==> src/rtl/dispatch_queue_if.sv <==
// Handshake bundle between rename/dispatch, the dispatch queue and the RS feed register.
//  in_valid/in_ready/in_data    : upstream packet offer and acceptance
//  out_valid/out_ready/out_data : head packet offer and downstream register enable
//  slave modport  : the queue side
//  master modport : the producer/consumer environment side
interface dispatch_queue_if #(
    parameter int unsigned WIDTH = 222
);
    logic             in_valid;
    logic             in_ready;
    logic [WIDTH-1:0] in_data;
    logic             out_valid;
    logic             out_ready;
    logic [WIDTH-1:0] out_data;

    modport slave (
        input  in_valid,
        input  in_data,
        input  out_ready,
        output in_ready,
        output out_valid,
        output out_data
    );

    modport master (
        output in_valid,
        output in_data,
        output out_ready,
        input  in_ready,
        input  out_valid,
        input  out_data
    );
endinterface

==> src/rtl/dispatch_queue.sv <==
// Elastic FIFO of DEPTH dispatch packets sitting in front of the RS feed register.
// Ready toward rename is derived only from registered occupancy, so downstream
// stalls never form a combinational path back into rename.
//  clk         : rising-edge clock
//  reset       : synchronous, active-low
//  flush       : synchronous squash of all entries (mispredict)
//  q           : handshake bundle (slave side), see dispatch_queue_if
//  count       : occupancy 0..DEPTH
//  almost_full : count >= AFULL_LVL
module dispatch_queue #(
    parameter int unsigned WIDTH     = 222,
    parameter int unsigned DEPTH     = 4,
    parameter int unsigned AFULL_LVL = 3
) (
    input  logic                   clk,
    input  logic                   reset,
    input  logic                   flush,
    dispatch_queue_if.slave        q,
    output logic [$clog2(DEPTH):0] count,
    output logic                   almost_full
);

    localparam int unsigned PTR_W = $clog2(DEPTH);
    localparam int unsigned CNT_W = $clog2(DEPTH) + 1;

    logic [WIDTH-1:0] mem [DEPTH];
    logic [PTR_W-1:0] wr_ptr;
    logic [PTR_W-1:0] rd_ptr;
    logic [CNT_W-1:0] cnt_q;

    logic can_push;
    logic has_data;
    logic push;
    logic pop;

    // Handshake qualifiers; reset forces both sides idle.
    always_comb begin
        can_push = reset && (cnt_q < CNT_W'(DEPTH));
        has_data = reset && (cnt_q != '0);
        push     = q.in_valid && can_push;
        pop      = has_data && q.out_ready;
    end

    // Pointer and occupancy state; reset dominates flush, flush drops that cycle's transfers.
    always_ff @(posedge clk) begin
        if (!reset) begin
            wr_ptr <= '0;
            rd_ptr <= '0;
            cnt_q  <= '0;
        end else if (flush) begin
            wr_ptr <= '0;
            rd_ptr <= '0;
            cnt_q  <= '0;
        end else begin
            if (push) begin
                wr_ptr <= wr_ptr + PTR_W'(1);
            end
            if (pop) begin
                rd_ptr <= rd_ptr + PTR_W'(1);
            end
            unique case ({push, pop})
                2'b10:   cnt_q <= cnt_q + CNT_W'(1);
                2'b01:   cnt_q <= cnt_q - CNT_W'(1);
                default: cnt_q <= cnt_q;
            endcase
        end
    end

    // Storage is not reset; entries are only ever read while counted valid.
    always_ff @(posedge clk) begin
        if (push && !flush) begin
            mem[wr_ptr] <= q.in_data;
        end
    end

    // Outputs follow registered state; no write-to-read bypass.
    always_comb begin
        q.in_ready  = can_push;
        q.out_valid = has_data;
        q.out_data  = has_data ? mem[rd_ptr] : '0;
        count       = reset ? cnt_q : '0;
        almost_full = reset && (cnt_q >= CNT_W'(AFULL_LVL));
    end

endmodule

==> src/flat_wrapper.sv <==
// flat-port wrapper written by rule: the top's interface ports become plain ports
module dispatch_queue_flat 
#(
    parameter int unsigned WIDTH     = 222,
    parameter int unsigned DEPTH     = 4,
    parameter int unsigned AFULL_LVL = 3
)
  (clk, reset, flush, count, almost_full, q_in_valid, q_in_data, q_out_ready, q_in_ready, q_out_valid, q_out_data);
  dispatch_queue_if #(.WIDTH(WIDTH)) q_i ();
  input  logic clk;
  input  logic reset;
  input  logic flush;
  output logic [$clog2(DEPTH):0] count;
  output logic almost_full;
  input wire logic [$bits(q_i.in_valid)-1:0] q_in_valid;
  input wire logic [$bits(q_i.in_data)-1:0] q_in_data;
  input wire logic [$bits(q_i.out_ready)-1:0] q_out_ready;
  output wire logic [$bits(q_i.in_ready)-1:0] q_in_ready;
  output wire logic [$bits(q_i.out_valid)-1:0] q_out_valid;
  output wire logic [$bits(q_i.out_data)-1:0] q_out_data;
  assign q_i.in_valid = q_in_valid;
  assign q_i.in_data = q_in_data;
  assign q_i.out_ready = q_out_ready;
  assign q_in_ready = q_i.in_ready;
  assign q_out_valid = q_i.out_valid;
  assign q_out_data = q_i.out_data;
  dispatch_queue #(.WIDTH(WIDTH), .DEPTH(DEPTH), .AFULL_LVL(AFULL_LVL)) u_core (.clk(clk), .reset(reset), .flush(flush), .q(q_i), .count(count), .almost_full(almost_full));
endmodule
==> config.mk <==
export PLATFORM = sky130hd
export DESIGN_NAME = dispatch_queue_flat
export DESIGN_NICKNAME = d
export VERILOG_FILES = /design/src/rtl/dispatch_queue_if.sv /design/src/rtl/dispatch_queue.sv /design/src/flat_wrapper.sv
export SDC_FILE = /design/constraint.sdc
export NUM_CORES = 1
export LEC_CHECK = 0
export ABC_AREA = 0
export CAP_MARGIN = 20
export CORE_MARGIN = 2
export CORE_UTILIZATION = 28
export DETAILED_ROUTE_END_ITERATION = 6
export PLACE_DENSITY = 0.49
export SETUP_SLACK_MARGIN = 0.2
export SLEW_MARGIN = 20
export SYNTH_ARGS = -nofsm -noshare
export SYNTH_HDL_FRONTEND = slang
export SYNTH_SLANG_ARGS = --single-unit
==> constraint.sdc <==
create_clock -name clk -period 6.9 [get_ports clk]
set_input_delay 1.035 -clock clk [delete_from_list [all_inputs] [get_ports clk]]
set_output_delay 1.035 -clock clk [all_outputs]
set_load 0.005 [all_outputs]
# After elaboration in Yosys (flattened, before gate mapping)
# Memory sizes are Yosys's and may differ from the RTL's. A register that Yosys moved wholly into a read port is not among the register bits.
# Cells that the tools add are included.
dict set report totals {
  reg_bits 7
  ram_bits 888
  in_bits 227
  out_inout_bits 228
  word_cells 30
  n_memories 1
}
dict set report classes {
  addsub 4
  order_cmp 2
  n_eq_ne 2
  n_mux 7
  n_bitwise 1
  reduce_logical 10
}
# memory words word_bits rd rd_clocked_by_memory_dff wr line_no
set memory_table {}
lappend memory_table {u_core.mem 4 222 1 1 1 dispatch_queue.sv:26} ;# logic [WIDTH-1:0] mem [DEPTH];
# op n
set op_table {}
lappend op_table {{$mux W222} 1}
lappend op_table {{$logic_and A1 B1 Y1} 6}
lappend op_table {{$pmux W3 S2} 1}
lappend op_table {{$add A2 B1 Y2 const B} 2}
lappend op_table {{$mux W2} 2}
lappend op_table {{$add A3 B1 Y3 const B} 1}
lappend op_table {{$ge A3 B2 Y1 const B} 1}
lappend op_table {{$lt A3 B3 Y1 const B} 1}
lappend op_table {{$mux W3} 1}
lappend op_table {{$reduce_bool A3 Y1} 1}
lappend op_table {{$sub A3 B1 Y3 const B} 1}
lappend op_table {{$eq A2 B1 Y1 const B} 1}
lappend op_table {{$eq A2 B2 Y1 const B} 1}
lappend op_table {{$mux W1} 2}
lappend op_table {{$reduce_bool A2 Y1} 1}
lappend op_table {{$reduce_or A2 Y1} 1}
lappend op_table {{$logic_not A1 Y1} 1}
lappend op_table {{$not A1 Y1} 1}

# Longest topological paths before layout
# Gate-level depths: netlist (run 1).
dict set report depth {
  word_depth 6
  depth_mapped 8
  ltp_nobuf 8
}

# Worst setup path after synthesis (run 1)
# OpenSTA, ideal clock, no wires.
dict set report synth_path {
  path_type {input to register}
  from {in q_in_valid}
  to {mem u_core.mem[0][0] (enable)}
  setup_time_ns 0.611
  t_arrival_ns 6.366
  t_required_ns 6.289
  setup_slack_ns -0.078
  cell_stages 3
  n_path_buf 0
  cell_sequence {nand3b_1 -> nor2_1 -> and2_1}
}
dict set report synth_via {
  elab_chain_len 4
}
# item line_no
set synth_lines {}
lappend synth_lines {{start, declared} flat_wrapper.sv:15} ;# input wire logic [$bits(q_i.in_valid)-1:0] q_in_valid;
lappend synth_lines {{$logic_and A1 B1 Y1} dispatch_queue.sv:40} ;# push = q.in_valid && can_push;
lappend synth_lines {{$logic_and A1 B1 Y1} dispatch_queue.sv:71} ;# if (push && !flush) begin
lappend synth_lines {{$mux W1} dispatch_queue.sv:71}
lappend synth_lines {{$mux W1 (implied by the code)} dispatch_queue.sv:72} ;# mem[wr_ptr] <= q.in_data;
lappend synth_lines {{end, declared} dispatch_queue.sv:26}
# Every way passes these cells.

# Worst setup path in the final report (run 1)
dict set report layout_path {
  from {in reset}
  to {out q_out_data[161]}
}
dict set report layout_via {
  elab_chain_len 2
}
# item line_no
set layout_lines {}
lappend layout_lines {{start, declared} flat_wrapper.sv:11} ;# input logic reset;
lappend layout_lines {{$logic_and A1 B1 Y1} dispatch_queue.sv:39} ;# has_data = reset && (cnt_q != '0);
lappend layout_lines {{$mux W222} dispatch_queue.sv:80} ;# q.out_data = has_data ? mem[rd_ptr] : '0;
lappend layout_lines {{end, declared} flat_wrapper.sv:20} ;# output wire logic [$bits(q_i.out_data)-1:0] q_out_data;
# Every way passes these cells.

==> qor.txt, run 1 <==
Area contributors post-synth: edfxtp_1 (78%), mux4_2 (15%), and2_1 (4.2%)
critical path startpoint: reset
cell taking the most area after synthesis: edfxtp_1
count leader, synth: edfxtp_1
DRT iter0 DRCs: 864
Cell Area, Synth: 34000 sq um
Hold Crit Depth: 2
syn nets: 1695
DR vias/cell: 4.38
final setup TNS: 0 ps
largest net degree at the start of global routing: 118
Final Skew: 13.2 ps
PD cells: 259 nW/um^2
RSZ-0062 raised after global routing: no
Cell Int Power: 9020 uW
crit path kind: primary input to output port
status: finished, final reports clean
Top FF cell, synth: edfxtp_1
Seq cells post-synth: 897
row cnt: 127
Worst Setup End Kind: output port
CP startpoint kind: primary input
final net count: 2196
number of CTS-inserted buffers: 97
remaining antenna violation count: 0
synth unique cells: 23
clk slew on worst S/H paths: 60 ps
Synth async-reset ratio: 0%
Post-synth EDFFs: 888
Yosys Warn Count: 0
Max Cap Viol: 0
Sw Ratio: 19.6%
CTS H-tree depth: 3
vias in the first global route: 17.4k
Post-Place Cell Area: 40500 sq um
clock sink count: 897
period utilization: 67.3%
Max-slew headroom: 27.5%
post-route cell area: 43400 sq um
P_leak: 0.0132 uW
worst skew pair latency: 660 ps
top cells by count, synth: edfxtp_1 (888), and2_1 (229), mux4_2 (222), clkbuf_1 (30), buf_2 (24)
gr usage total: 12.4%
CTS tree: done
io pins: 455
Worst-Margin Slew: 1090 ps
layout cells sized above 1: 18.3%
Clock power frac: 42.6%
R2R cell count: 4
RD Place Congestion: 0.706
Wirelength per Cell: 21.3 um
Worst Path Arrival: 3610 ps
Hold Buf Count CTS: 0
number of detailed-route iterations in the first pass: 5
fin crit period: 4640 ps
die area: 124000 sq um
sequential share of power: 54.0%
cts repair resizes: 0
die height: 353 um
Root Driver: clkbuf_16
cell count after synthesis: 1462
Seq/Total Area, Yosys: 78.9%
GRT overflow: 0
Fin. Hold Viols: 0
drt drc: 0
# Post-CTS Setup Buffers: 0
VDD IR max: 0.185 mV
worst r2r src: u_core.cnt_q[2]$_SDFFE_PP0P_
Critical Path RT: 5860 ps
HP Class: register to register
final max-slew violation count: 0
WL final: 77900 um
HP Start: u_core.rd_ptr[1]$_SDFFE_PP0N_
Max Clock Freq: 215 MHz
Port Buffers: 454
Final Setup Violations: 0
hpwl dp: 46000 um
vias post-DR: 16.0k
core footprint: 120000 sq um
Comb power frac: 3.3%
Syn-to-layout area delta: 27.5%
top cell type's share of synthesized area: 78.4%
Initial Utilization: 28.3%
CP max FO: 97
switching power: 2200 uW
first-pass GRT wire length: 116000 um
Die Width: 353 um
Avg Inst Size Synth: 23.3 sq um
initial antenna violation count: 24
CTS max path bufs: 3
## worst max-delay path, cell delays in order
cell and delay, ps:
clkdlybuf4s50_1 600, o31a_2 660, buf_12 340, and2_1 350
clkdlybuf4s50_1 600
## registers in the layout, indices dropped and copies added (netlist names), named ones only
| register | flops |
|---|---|
| u_core.cnt_q | 3 |
| u_core.mem | 888 |
| u_core.rd_ptr | 2 |
| u_core.wr_ptr | 2 |
## stage by stage
step	utilization [%]	cells	worst slack (ps)	power, uW	hold slack (ps)
2_1_floorplan	-	1462	2430	6290	485
3_3_place_gp	33.6	3476	2220	6540	505
3_5_place_dp	33.6	3476	2130	6560	523
4_1_cts	36.0	3650	2110	11400	529
5_1_grt	36.0	3650	2050	11600	550
6_report	36.1	3652	2260	11200	538
## power groups by stage
stage,combinational (uW),clock [uW],sequential [uW]
6_report,373,4780,6060
4_1_cts,383,4970,6060
5_1_grt,406,5160,6060
3_3_place_gp,370,0,6170
3_5_place_dp,381,0,6180
2_1_floorplan,107,0,6180
## cell usage in the layout (no fill, tap or decap), drive strengths merged
cell type / n
bufinv: 4
fa: 1
dfxtp: 9
and2: 229
o311ai: 2
o21ai: 1
clkdlybuf4s50: 454
a21oi: 2
xor2: 4
nor2b: 2
clkinv: 42
or3: 1
nand3b: 1
nand2b: 1
ha: 5
mux4: 222
nor2: 9
buf: 23
xnor2: 1
a21o: 1
edfxtp: 888
clkinvlp: 2
diode: 2
mux2i: 1
o31a: 1
clkbuf: 123
inv: 9
## per-layer routing
| layer | track usage, % | part of all wire, % | vias to the layer above |
|---|---|---|---|
| met5 | 0 | 0.28 | - |
| met4 | 3.76 | 2.4 | 36 |
| met2 | 20.1 | 48 | 459 |
| met3 | 3.87 | 7.0 | 147 |
| met1 | 16.0 | 42 | 8353 |
| li1 | - | - | 7018 |
## cell type report
| cell class | count | area [sq um] |
|---|---|---|
| fillers | 11100 | 76900 |
| flip-flops and latches | 897 | 26900 |
| multi-input cells | 484 | 6700 |
| repair buffers | 477 | 4870 |
| clock buffers | 123 | 2570 |
| well taps | 1612 | 2020 |
| clock inverters | 51 | 339 |
| inverters | 6 | 22.5 |
| diodes | 2 | 5.00 |
## logic make-up (layout without fill, tap and decap cells)
| logic type | Yosys count | count (layout) | share of synthesized area (%) |
|---|---|---|---|
| simple gates | 243 | 243 | 4.41 |
| fa+ha+maj | 6 | 6 | 0.243 |
| compound gates | 7 | 7 | 0.143 |
| mux | 223 | 223 | 14.7 |
| other cells | 0 | 2 | 0 |
| flops | 897 | 897 | 78.9 |
| buf+inv | 81 | 657 | 1.45 |
| xor+xnor | 5 | 5 | 0.129 |
## path summary, 6_finish.rpt
path                                  endpoint  slack, ps
setup / recovery               q_out_data[161]       2260
hold / removal                        register        540
setup reg to reg  u_core.mem[1][103]$_DFFE_PP_       4160
hold reg to reg                       register        540
Note: power is estimated with default switching activity, not from simulation.
==> run 2, diff against run 1 <==
--- a/config.mk
+++ b/config.mk
@@ -10,7 +10,7 @@
 export CORE_MARGIN = 2
 export CORE_UTILIZATION = 28
 export DETAILED_ROUTE_END_ITERATION = 6
-export PLACE_DENSITY = 0.49
+export PLACE_DENSITY = 0.47
 export SETUP_SLACK_MARGIN = 0.2
 export SLEW_MARGIN = 20
 export SYNTH_ARGS = -nofsm -noshare
==> constraint.sdc (replaced) <==
create_clock -name clk -period 4.5 [get_ports clk]
set_input_delay 0.675 -clock clk [delete_from_list [all_inputs] [get_ports clk]]
set_output_delay 0.675 -clock clk [all_outputs]
set_load 0.005 [all_outputs]
==> qor.txt, run 2 (synthesis gave the netlist of run 1 again) <==
status: finished, final reports clean
io pins: 455 (unchanged)
hpwl dp: 52600 um (+14%)
GRT overflow: 0 (unchanged)
post-place setup slack: 906 ps (-1220 ps)
die area: 124000 sq um (unchanged)
Syn-to-layout area delta: 30.0%
Final Skew: 28.6 ps (+15.4 ps)
Top reg by flops: u_core.mem
HP Start: u_core.rd_ptr[0]$_SDFFE_PP0N_
Worst Path Arrival: 3240 ps (-370 ps)
CTS max path bufs: 3 (unchanged)
Initial Utilization: 28.3% (unchanged)
DR vias/cell: 4.39 (about the same)
Fin. Hold Viols: 0 (unchanged)
largest net degree at the start of global routing: 118 (unchanged)
Final Setup Violations: 0 (unchanged)
DR WL met3: 5820 um (+6.8%)
final net count: 2256 (+2.7%)
number of detailed-route iterations in the first pass: 5 (unchanged)
RSZ-0062 raised after global routing: no
post-route cell area: 44200 sq um (+2.0%)
Root Driver: clkbuf_16
leading cell type in the layout, fill and taps excluded: edfxtp_1
Max Clock Freq: 256 MHz
cts repair resizes: 0 (unchanged)
Die Width: 353 um (unchanged)
final setup TNS: 0 ps (unchanged)
Hold Buf Count CTS: 0 (unchanged)
VDD IR max: 0.317 mV (+71%)
worst hold slack: 529 ps (-9.62 ps)
met2 WL: 40100 um (+7.5%)
max reg flops: 888 (unchanged)
crit path kind: register to output port
top routing layer in use: met5
Post-Place Cell Area: 41000 sq um (+1.4%)
vias post-DR: 16.3k (+2.0%)
worst skew pair latency: 680 ps (+20 ps)
r2r setup slk: 2110 ps (-2050 ps)
most frequent cells in the layout: edfxtp_1 (888), clkdlybuf4s50_1 (454), and2_1 (225)
# Post-CTS Setup Buffers: 0 (unchanged)
period utilization: 86.9%
number of CTS-inserted buffers: 100 (+3.1%)
P_leak: 0.0137 uW (+3.7%)
# fillers: 11.1k (-0.23%)
Max-slew headroom: 38.7% (+11 points)
HP Class: register to register
first-pass GRT wire length: 120000 um (+3.6%)
R2R cell count: 4 (unchanged)
wire length on met1: 34800 um (+5.1%)
drt drc: 0 (unchanged)
final max-slew violation count: 0 (unchanged)
initial antenna violation count: 27 (+13%)
Worst Setup End Kind: output port
row cnt: 127 (unchanged)
Max Cap Viol: 0 (unchanged)
CTS tree: done
clk slew on worst S/H paths: 50 ps (about the same)
Setup WS post-layout: 589 ps (-1670 ps)
WL final: 82200 um (+5.6%)
die height: 353 um (unchanged)
CP max FO: 24 (-75%)
Critical Path RT: 3830 ps (-2030 ps)
vias in the first global route: 17.8k (+2.2%)
CTS H-tree depth: 3 (unchanged)
remaining antenna violation count: 0 (unchanged)
RD Place Congestion: 0.718 (+1.7%)
fin crit period: 3910 ps
Wirelength per Cell: 22.1 um (+3.6%)
CP startpoint kind: register
biggest regs: u_core.mem: 888 flops, u_core.cnt_q: 3 flops
Reg2Reg Capture Point: u_core.mem[1][195]$_DFFE_PP_
core footprint: 120000 sq um (unchanged)
Hold Crit Depth: 2 (unchanged)
Port Buffers: 454 (unchanged)
Worst-Margin Slew: 919 ps (-169 ps)
worst r2r src: u_core.cnt_q[2]$_SDFFE_PP0P_
clock sink count: 897 (unchanged)
PD cells: 403 nW/um^2 (+56%)
DRT iter0 DRCs: 855 (-1.0%)
layout cells sized above 1: 21.9% (+3.6 points)
gr usage total: 13.0% (+0.61 points)
==> run 2: cell types whose count changed in the layout (fill, tap and decap cells not counted), sizes merged <==
cell / delta
clkinv: +7
clkinvlp: +5
buf: +57
inv: +5
clkbuf: -7
bufinv: +4
diode: -1
==> run 2: worst max path at each step <==
stage,depth (start not counted),end,slack [ps],start
finish,4,q_out_data[75],590,register
global route,4,q_out_data[75],340,register
CTS,4,q_out_data[75],400,register
detailed placement,5,q_out_data[133],910,reset
global placement,5,q_out_data[141],920,reset
floorplan,3,u_core.mem[0][0]$_DFFE_PP_,390,q_in_valid
==> run 2: power breakdown <==
part / total, uW / internal (uW) / switching [uW]
registers: 9290 / 9270 / 18.9
clock network: 7930 / 4610 / 3310
logic: 589 / 335 / 255
==> run 2: final cells by class <==
type,count,area [sq um],area share [%]
flip-flops and latches,897,26900,60.7
clock inverters,72,602,1.36
diodes,1,2.50,0.00566
well taps,1612,2020,4.56
multi-input cells,484,6700,15.1
repair buffers,534,5430,12.3
clock buffers,116,2610,5.89
inverters,6,22.5,0.0509
==> run 2: stage by stage <==
| step | std cells | utilization, % | total power, uW |
|---|---|---|---|
| after CTS | 3721 | 36.8 | 18100 |
| after floorplan | 1462 | - | 9640 |
| after global placement | 3533 | 34.1 | 10000 |
| final | 3722 | 36.8 | 17800 |
| after global routing | 3721 | 36.8 | 18500 |
| after detailed placement | 3533 | 34.1 | 10100 |
==> run 2: routing by layer <==
metal,up-vias,GRT usage (%)
li1,7159,-
met1,8556,16.6
met2,453,21.5
met3,123,4.09
met4,36,3.38
met5,-,0
==> run 2: critical path, stage by stage (launching register included) <==
cell             delay (ps)
dfxtp_4                 750
buf_4                   560
mux4_2                  610
and2_1                  180
clkdlybuf4s50_1         440
